## config.mk

```make
export PLATFORM = sky130hd
export DESIGN_NAME = jtopl_mmr
export DESIGN_NICKNAME = d
export VERILOG_FILES = /design/src/rtl/jtopl_mmr_pkg.sv /design/src/rtl/jtopl_mmr_dec.sv /design/src/rtl/jtopl_mmr.sv
export SDC_FILE = /design/constraint.sdc
export NUM_CORES = 1
export LEC_CHECK = 0
export BUFFER_PORTS_ARGS = -buffer_cell sky130_fd_sc_hd__buf_2
export CORE_ASPECT_RATIO = 0.7
export CORE_MARGIN = 4
export CORE_UTILIZATION = 53
export DETAILED_ROUTE_END_ITERATION = 16
export PLACE_DENSITY_LB_ADDON = 0.08
export SLEW_MARGIN = 20
export SYNTH_ARGS = -nofsm -noshare
export SYNTH_HDL_FRONTEND = slang
export SYNTH_SLANG_ARGS = --single-unit
```

## constraint.sdc

```tcl
create_clock -name clk -period 3.35 [get_ports clk]
set_clock_uncertainty 0.05 [all_clocks]
set_input_delay 0 -clock clk [delete_from_list [all_inputs] [get_ports clk]]
set_output_delay 0 -clock clk [all_outputs]
set_load 0.05 [all_outputs]
```

## src/rtl/jtopl_mmr_pkg.sv

```systemverilog
// jtopl_mmr_pkg
// Shared definitions for the OPL2 host register decoder: register-map base
// addresses, the default operator sweep length and the update-strobe index.
// Also holds the channel -> (group, subslot) helpers used by the decoder.
package jtopl_mmr_pkg;

  // Operator slots per sample; a strobe is held for this many cen ticks.
  localparam int SWEEP_DEF = 18;

  // Register-map base addresses
  localparam logic [7:0] REG_MULT    = 8'h20;
  localparam logic [7:0] REG_KSL_TL  = 8'h40;
  localparam logic [7:0] REG_AR_DR   = 8'h60;
  localparam logic [7:0] REG_SL_RR   = 8'h80;
  localparam logic [7:0] REG_FNUM_LO = 8'hA0;
  localparam logic [7:0] REG_FNUM_HI = 8'hB0;
  localparam logic [7:0] REG_FBCON   = 8'hC0;

  // Update-strobe index; the value is also the bit position in the one-hot
  // strobe vector.
  typedef enum logic [2:0] {
    STB_MULT   = 3'd0,
    STB_KSL_TL = 3'd1,
    STB_AR_DR  = 3'd2,
    STB_SL_RR  = 3'd3,
    STB_FNUM   = 3'd4,
    STB_FBCON  = 3'd5
  } stb_e;

  localparam int NSTB = 6;

  // Channel 0..8 -> group (ch/3)
  function automatic logic [1:0] ch_group(input logic [3:0] ch);
    if (ch < 4'd3)      return 2'd0;
    else if (ch < 4'd6) return 2'd1;
    else                return 2'd2;
  endfunction

  // Channel 0..8 -> subslot (ch%3)
  function automatic logic [2:0] ch_sub(input logic [3:0] ch);
    case (ch)
      4'd0, 4'd3, 4'd6: return 3'd0;
      4'd1, 4'd4, 4'd7: return 3'd1;
      default:          return 3'd2;
    endcase
  endfunction

endpackage

```

## src/rtl/jtopl_mmr_dec.sv

```systemverilog
// jtopl_mmr_dec
// Combinational decode of the selected register address.
// Ports:
//   sel_reg_i    selected register address (last address-port write)
//   valid_o      address maps to an operator/channel update strobe
//   fnum_latch_o address is in the F-number low-byte range (0xA0-0xA8)
//   stb_idx_o    which update strobe to raise
//   sel_group_o  decoded group
//   sel_sub_o    decoded subslot
module jtopl_mmr_dec
  import jtopl_mmr_pkg::*;
(
  input  logic [7:0] sel_reg_i,
  output logic       valid_o,
  output logic       fnum_latch_o,
  output stb_e       stb_idx_o,
  output logic [1:0] sel_group_o,
  output logic [2:0] sel_sub_o
);

  logic op_ok;
  logic ch_ok;

  // Operator offsets: 3 groups of 6 slots, holes at x6/x7 and 0x18 upwards.
  assign op_ok = (sel_reg_i[2:0] <= 3'd5) && (sel_reg_i[4:3] <= 2'd2);
  assign ch_ok = (sel_reg_i[3:0] <= 4'd8);

  always_comb begin
    valid_o      = 1'b0;
    fnum_latch_o = 1'b0;
    stb_idx_o    = STB_MULT;
    sel_group_o  = 2'd0;
    sel_sub_o    = 3'd0;
    // Operator registers each occupy one 32-byte block, so the top three
    // address bits identify the parameter.
    if (sel_reg_i[7:5] == REG_MULT[7:5] || sel_reg_i[7:5] == REG_KSL_TL[7:5] ||
        sel_reg_i[7:5] == REG_AR_DR[7:5] || sel_reg_i[7:5] == REG_SL_RR[7:5]) begin
      valid_o     = op_ok;
      stb_idx_o   = stb_e'(sel_reg_i[7:5] - 3'd1);
      sel_group_o = sel_reg_i[4:3];
      sel_sub_o   = sel_reg_i[2:0];
    end else if (sel_reg_i[7:4] == REG_FNUM_LO[7:4]) begin
      fnum_latch_o = ch_ok;
    end else if (sel_reg_i[7:4] == REG_FNUM_HI[7:4]) begin
      valid_o     = ch_ok;
      stb_idx_o   = STB_FNUM;
      sel_group_o = ch_group(sel_reg_i[3:0]);
      sel_sub_o   = ch_sub(sel_reg_i[3:0]);
    end else if (sel_reg_i[7:4] == REG_FBCON[7:4]) begin
      valid_o     = ch_ok;
      stb_idx_o   = STB_FBCON;
      sel_group_o = ch_group(sel_reg_i[3:0]);
      sel_sub_o   = ch_sub(sel_reg_i[3:0]);
    end
  end

endmodule

```

## src/rtl/jtopl_mmr.sv

```systemverilog
// jtopl_mmr
// Host-bus register decoder feeding the operator/channel register stage.
// A data write to a valid register raises one update strobe together with a
// held data byte and group/subslot selector for SWEEP cen ticks, so the
// downstream stage sees it once in every slot of a full operator sweep.
// Ports:
//   clk, rst_n       clock, asynchronous active-low reset
//   cen              clock enable shared with the downstream slot counter
//   cs_n, wr_n       host chip select / write strobe (active-low)
//   addr             0: address port, 1: data port
//   din              host data bus
//   busy             a data write is being held
//   lost             sticky: a data write was dropped while busy
//   dout             held data byte
//   sel_group/sub    held selector
//   latch_fnum       last byte written to 0xA0-0xA8
//   up_*             update strobes (at most one high)
module jtopl_mmr
  import jtopl_mmr_pkg::*;
#(
  parameter int SWEEP = SWEEP_DEF
) (
  input  logic       clk,
  input  logic       rst_n,
  input  logic       cen,
  input  logic       cs_n,
  input  logic       wr_n,
  input  logic       addr,
  input  logic [7:0] din,
  output logic       busy,
  output logic       lost,
  output logic [7:0] dout,
  output logic [1:0] sel_group,
  output logic [2:0] sel_sub,
  output logic [7:0] latch_fnum,
  output logic       up_mult,
  output logic       up_ksl_tl,
  output logic       up_ar_dr,
  output logic       up_sl_rr,
  output logic       up_fnum,
  output logic       up_fbcon
);

  localparam int CW = (SWEEP > 1) ? $clog2(SWEEP) : 1;
  localparam logic [CW-1:0] CNT_LOAD = CW'(SWEEP - 1);

  typedef enum logic {ST_IDLE, ST_HOLD} state_e;

  state_e            state_q;
  logic [CW-1:0]     cnt_q;
  logic              we_prev_q;
  logic [7:0]        sel_reg_q;
  logic              lost_q;
  logic [7:0]        dout_q;
  logic [1:0]        group_q;
  logic [2:0]        sub_q;
  logic [7:0]        fnum_q;
  logic [NSTB-1:0]   up_q;

  logic              we_d;
  logic              wr_ev_d;
  logic              dec_valid;
  logic              dec_fnum;
  stb_e              dec_idx;
  logic [1:0]        dec_group;
  logic [2:0]        dec_sub;
  logic [NSTB-1:0]   dec_hot;

  // Edge detect on clk: a bus held low produces a single write event.
  assign we_d    = ~cs_n & ~wr_n;
  assign wr_ev_d = we_d & ~we_prev_q;

  jtopl_mmr_dec u_dec (
    .sel_reg_i    (sel_reg_q),
    .valid_o      (dec_valid),
    .fnum_latch_o (dec_fnum),
    .stb_idx_o    (dec_idx),
    .sel_group_o  (dec_group),
    .sel_sub_o    (dec_sub)
  );

  for (genvar gi = 0; gi < NSTB; gi++) begin : g_hot
    assign dec_hot[gi] = (dec_idx == stb_e'(gi));
  end

  always_ff @(posedge clk or negedge rst_n) begin
    if (!rst_n) begin
      state_q   <= ST_IDLE;
      cnt_q     <= '0;
      we_prev_q <= 1'b0;
      sel_reg_q <= 8'h00;
      lost_q    <= 1'b0;
      dout_q    <= 8'h00;
      group_q   <= 2'd0;
      sub_q     <= 3'd0;
      fnum_q    <= 8'h00;
      up_q      <= '0;
    end else begin
      we_prev_q <= we_d;

      // Sweep countdown; dout and selectors are left as they are on expiry.
      if (state_q == ST_HOLD && cen) begin
        if (cnt_q == '0) begin
          state_q <= ST_IDLE;
          up_q    <= '0;
        end else begin
          cnt_q <= cnt_q - 1'b1;
        end
      end

      // Busy is judged on the current state, so a data write landing on the
      // final cen tick of a hold is still dropped.
      if (wr_ev_d) begin
        if (addr) begin
          if (state_q == ST_HOLD) begin
            lost_q <= 1'b1;
          end else if (dec_fnum) begin
            fnum_q <= din;
          end else if (dec_valid) begin
            dout_q  <= din;
            group_q <= dec_group;
            sub_q   <= dec_sub;
            up_q    <= dec_hot;
            cnt_q   <= CNT_LOAD;
            state_q <= ST_HOLD;
          end
        end else begin
          sel_reg_q <= din;
          lost_q    <= 1'b0;
        end
      end
    end
  end

  assign busy       = (state_q == ST_HOLD);
  assign lost       = lost_q;
  assign dout       = dout_q;
  assign sel_group  = group_q;
  assign sel_sub    = sub_q;
  assign latch_fnum = fnum_q;
  assign up_mult    = up_q[STB_MULT];
  assign up_ksl_tl  = up_q[STB_KSL_TL];
  assign up_ar_dr   = up_q[STB_AR_DR];
  assign up_sl_rr   = up_q[STB_SL_RR];
  assign up_fnum    = up_q[STB_FNUM];
  assign up_fbcon   = up_q[STB_FBCON];

endmodule

```

==> reports/results.ini, run 1 <==
[cells_and_area]
layout_common_cells=dfrtp_1, buf_2, mux2_2
finalNonFillerCells=283
nFillCells=268
n_antenna_cell=0
layout-drive-gt1-share_pct=33.0
final_common_cell=dfrtp_1
nets=252
syn_to_final_growth_pct=23.8

[route]
drt_iter0_drc=76
drtAntennaViolNets=0
firstDrtPassIters=4
routedWlPerCell_microns=14.8
finalWirelength_mm=4.18
via_per_inst=5.39
vias=1525
route.detailed.drc=0

[logic_synthesis]
synth_edf_count=0
yosys.area_share.simple_pct=14.1
synthAdderAreaFrac_pct=3.73
netlist_area_sq_mm=0.00201
synth_area_leader_cell=dfrtp_1
synthTopCellsByArea=dfrtp_1, mux2_2, ha_1
synth_top_flop_cell=dfrtp_1
synth_compound_area_share_pct=11.6
ys_async_sr_fraction_pct=100
syn_avg_cell_area_sq_um=11.4
synth_xor_area_share_pct=1.74
syn_nets=197
synth.distinct_cells=39
synth-seq-area-share_pct=53.5
ys_ff_latch=43
synth_top_family_by_area=simple AND/OR/NAND/NOR gates
synth_cells=177
muxShareOfSynthArea_pct=12.3
synth_top_area_share_pct=53.5
synth_warnings=0

[floorplan]
pin_count=43
die_y_microns=59.5
coreArea_sq_mm=0.00358
die_w_microns=81.6
start_util_pct=56.1
row_count=18
die-area_sq_mm=0.00486

[global_route]
grt_pass1_wl_mm=6.88
grt_max_degree=44
first_global_vias=1482
grt_overflow=0
antenna_found_initial=0
track_usage_pct=19.0

[sta]
rsz0062_at_grt=no
setup_tns_ns=0
max_slew_margin_pct=32.1
finalSetupViolations=0
maxSlewViolCount=0
hold_viol=0
whs_ns=0.0869
worst_pin_slew_ns=1.02
fmax_mhz=375
fin_crit_ns=2.66
finalCritPeriodShare_pct=79.5

[clocking]
cts.sinks=43
htree_levels=2
cts-root-buf=clkbuf_8
clkTransAtPathRegs_ns=0.08
clock_path_buffers=2
post_cts.repair.setup_buffers=0
cts_tree=built
cts_resized=0
cts_buffers=5
clk_latency_ns=0.29

[worst_setup_path]
r2r-start=sel_reg_q[5]$_DFFE_PN0P_
reg2reg_depth=7
cp-end-kind=flop
r2r_setup_slack_ns=0.69
cp_slowest_cell=or4_4
worstSetupStartpoint=sel_reg_q[5]$_DFFE_PN0P_
worstPathMaxFanout=23
cp-start-kind=flop
max_stage_delay_ns=0.51
cp.required_ns=3.53
path_cells=inv_1 -> ha_1 -> or4_4 -> nand3_1 -> o22ai_2 -> a31oi_2 -> a32o_1
crit_end=up_q[1]$_DFF_PN0_
criticalPathCategory=flop to flop
cp.arrival_ns=2.85
r2r-end=up_q[1]$_DFF_PN0_

[power]
swShare_pct=46.5
p_per_area_mw_per_mm2=898
p_int_uw=1200
power_uw=2230
vdd_drop_max_uv=690
power.switching_uw=1040
seqPwrFrac_pct=37.6
power_frac_comb_pct=46.4
p_leak_uw=0.00120
power_frac_clock_pct=16.0

[placement]
port-buffer-count=42
placedCellCount=263
place.gp.congestion=0.822
dp_hpwl_mm=2.90

[hold_path]
hold_class=input pin to flop

[outcome]
status=completed

[flow_run]
cap_viol_max_count=0

==> worst min path at each step <==
stage	slack, ns	start	cells past startpoint	endpoint
after CTS	0.09	wr_n	4	lost$_DFFE_PN0P_
final	0.09	wr_n	4	lost$_DFFE_PN0P_
after global routing	0.12	addr	4	lost$_DFFE_PN0P_
after global placement	0.13	rst_n	1	cnt_q[1]$_DFF_PN0_
after detailed placement	0.15	rst_n	1	cnt_q[1]$_DFF_PN0_
after floorplan	-0.35	rst_n	0	busy$_DFF_PN0_
==> metal layers <==
metal  routed length, microns  share of wire [%]  vias up  GRT usage [%]
met3                      241                5.8       10           5.32
li1                         -                  -      740              -
met5                        0                  0        -              0
met4                       68                1.6        0           7.11
met1                     2070                 49      732           26.6
met2                     1810                 43       43           28.2
==> synth_stat cells (all sizes together), types with 3 or more instances <==
library cell   n
inv            7
o2bb2ai        4
nand3          6
clkbuf         5
ha             6
nor3           4
nand2b         3
a21oi         10
o21ai          7
mux2          21
nor2          12
and2           4
dfrtp         43
nor2b          3
nand2         12
==> worst max-delay path, delay by kind of cell, from the launching register on <==
kind	cells	cell delay [ns]
buf+inv	1	0.16
flops	1	0.50
compound gates	3	1.02
fa+ha+maj	1	0.22
simple gates	2	0.65
==> power by group through the flow <==
stage          Sequential (uW)  Clock, uW  Combinational [uW]
2_1_floorplan             1280          0                 356
3_3_place_gp               837          0                1020
3_5_place_dp               844          0                1030
4_1_cts                    840        361                1040
5_1_grt                    868        392                1100
6_report                   841        357                1040
==> cells by family after synthesis <==
family,after synthesis
and+or+nand+nor,53
DFF,43
AOI/OAI and AO/OA,35
muxes,22
buffers and inverters,14
adders and majority gates,6
xor gates and xnor gates,4
==> timing repair <==
action / 4_1_cts / 5_1_grt
setup endpoints to repair: 0 / 0
hold buffers: 12 / 0
hold endpoints to repair: 69 / 0
==> flip-flops by register name, summed over array words and instances, names as in the netlist <==
name / flops
dout: 8
latch_fnum: 8
sel_reg_q: 8
up_q: 6
cnt_q: 5
sel_sub: 3
sel_group: 2
busy: 1
lost: 1
we_prev_q: 1
==> final cells by class <==
cell class                      instances  area [sq um]  area share (%)
Sequential cell                        43          1080            43.2
Tap cell                               50          62.6            2.51
Timing Repair Buffer                   55           338            13.6
Multi-Input combinational cell        120           886            35.6
Inverter                                7          26.3            1.06
Clock buffer                            8           100            4.02
==> per-stage QoR <==
| stage | util, % | area, sq um | setup WS [ns] |
|---|---|---|---|
| 2_1_floorplan | - | 2010 | 0.984 |
| 3_3_place_gp | 63.3 | 2270 | 0.797 |
| 3_5_place_dp | 63.3 | 2270 | 0.709 |
| 4_1_cts | 69.5 | 2490 | 0.678 |
| 5_1_grt | 69.5 | 2490 | 0.439 |
| 6_report | 69.5 | 2490 | 0.686 |
(Power assumes the default switching activity.)
==> run 2, diff against run 1 <==
==> constraint.sdc (replaced) <==
create_clock -name clk -period 2.7 [get_ports clk]
set_clock_uncertainty 0.05 [all_clocks]
set_input_delay 0 -clock clk [delete_from_list [all_inputs] [get_ports clk]]
set_output_delay 0 -clock clk [all_outputs]
set_load 0.05 [all_outputs]
==> run 2 against run 1 <==
Sequential share of layout area decreased by 0.87 points. Clock power increased by 38%. Cell count increased by 1.4%. Highest routed layer unchanged. Wire length increased by 1.9%. Largest cell class unchanged. Global-route usage increased by 0.31 points. Via count increased by 1.9%. Critical endpoint is now cnt_q[3]$_DFF_PN0_. First-iteration DRC count decreased by 25%.
==> reports/results.ini, run 2 (same netlist as run 1, synthesis figures left out) <==
[outcome]
status=completed

[worst_setup_path]
r2r-end=cnt_q[3]$_DFF_PN0_
cp-end-kind=flop
r2r_setup_slack_ns=0.19
r2r-start=sel_reg_q[5]$_DFFE_PN0P_
path_cells=inv_1 -> ha_1 -> or4_4 -> nand3_1 -> o22ai_2 -> a31oi_4 -> and2_1
crit_end=cnt_q[3]$_DFF_PN0_
cp.required_ns=2.88
reg2reg_depth=7
cp-start-kind=flop
path_depth=7
max_stage_delay_ns=0.51
path_delay_family=simple AND/OR/NAND/NOR gates
cp_slowest_cell=dfrtp_1
worstSetupStartpoint=sel_reg_q[5]$_DFFE_PN0P_
cp.arrival_ns=2.70
worstPathMaxFanout=15
criticalPathCategory=flop to flop
crit_buf_inv=1

[cells_and_area]
syn_to_final_growth_pct=26.3
layout-drive-gt1-share_pct=34.6
final_common_cell=dfrtp_1
nFillCells=260
layout_common_cells=dfrtp_1, buf_2, mux2_2
nets=256
n_antenna_cell=0

[flow_run]
cap_viol_max_count=0

[floorplan]
pin_count=43
die_w_microns=81.6
die-area_sq_mm=0.00486
coreArea_sq_mm=0.00358
die_y_microns=59.5
start_util_pct=56.1
row_count=18

[global_route]
grt_max_degree=44
grt_use_met3_pct=4.41
antenna_found_initial=0
met1_usage_pct=26.2
first_global_vias=1488
grt_overflow=0
grt_pass1_wl_mm=6.96
met2_usage_pct=29.8
track_usage_pct=19.3
grt_busiest_layer=met2

[sta]
maxSlewViolCount=0
finalCritPeriodShare_pct=93.1
setup_ws_ns=0.186
worst_pin_slew_ns=0.933
rsz0062_at_grt=no
hold_viol=0
setup_tns_ns=0
fmax_mhz=398
max_slew_margin_pct=37.8
fin_crit_ns=2.51
finalSetupViolations=0

[power]
p_per_area_mw_per_mm2=1110
vdd_drop_max_uv=789
p_leak_uw=0.00123

[route]
finalWirelength_mm=4.26
drtAntennaViolNets=0
via_per_inst=5.41
routedWlPerCell_microns=14.9
firstDrtPassIters=4
route.detailed.drc=0
vias=1554
drt_iter0_drc=57

[placement]
place.gp.congestion=0.814
dp_hpwl_mm=3.04
pre_cts_slack_ns=0.0824
port-buffer-count=42

[hold_path]
hold_class=input pin to flop
worstHoldPathCells=4

[clocking]
clock_path_buffers=2
cts_tree=built
cts_buffers=5
clk_latency_ns=0.30
cts-root-buf=clkbuf_8
htree_levels=2
clkTransAtPathRegs_ns=0.08
cts.sinks=43

[run 2: tightest hold or removal path, cell delays in order]
cell and delay (ns):
buf_2 0.10, nor3_1 0.08, a21oi_1 0.14, nor2_1 0.05
[run 2: repair_timing]
| action | CTS | global route |
|---|---|---|
| hold endpoints to repair | 69 | 0 |
| hold buffers | 12 | 0 |
| buffers inserted | 0 | 2 |
| resized for setup | 0 | 1 |
| setup endpoints to repair | 0 | 16 |
[run 2: worst min-delay path by stage]
| stage | slack, ns | from | to |
|---|---|---|---|
| 5_1_grt | 0.08 | wr_n | lost$_DFFE_PN0P_ |
| 3_3_place_gp | 0.13 | rst_n | cnt_q[2]$_DFF_PN0_ |
| 3_5_place_dp | 0.15 | rst_n | cnt_q[3]$_DFF_PN0_ |
| 2_1_floorplan | -0.35 | rst_n | busy$_DFF_PN0_ |
| 6_report | 0.07 | wr_n | lost$_DFFE_PN0P_ |
| 4_1_cts | 0.05 | wr_n | lost$_DFFE_PN0P_ |
[run 2: per-stage QoR]
stage	utilization [%]	hold WS (ns)	total power (uW)	cell area, sq um	instances
6_report	70.9	0.0720	2830	2540	287
5_1_grt	70.9	0.0822	3000	2540	287
4_1_cts	70.3	0.0545	2850	2520	285
3_5_place_dp	63.8	0.146	2330	2280	265
3_3_place_gp	63.8	0.128	2300	2280	265
2_1_floorplan	-	-0.346	2030	2010	177
[run 2: cell type report]
class / count / area, sq um / share of cell area (%)
timing repair buffer: 59 / 368 / 14.5
tap: 50 / 62.6 / 2.46
inverter: 7 / 26.3 / 1.03
sequential: 43 / 1080 / 42.4
clock inverter: 3 / 43.8 / 1.72
clock buffer: 5 / 68.8 / 2.71
multi-input combinational: 120 / 895 / 35.2
[run 2: where the power goes]
group,internal (uW),leakage (uW),total (uW),switching (uW)
logic,386,0.000626,1290,905
clock network,275,0.0000581,494,219
registers,867,0.000542,1040,177
[run 2: metal layers]
| layer | up-vias | share of wire [%] |
|---|---|---|
| met5 | - | 0 |
| met4 | 0 | 1.6 |
| met3 | 7 | 5.4 |
| met2 | 38 | 46 |
| met1 | 765 | 47 |
| li1 | 744 | - |
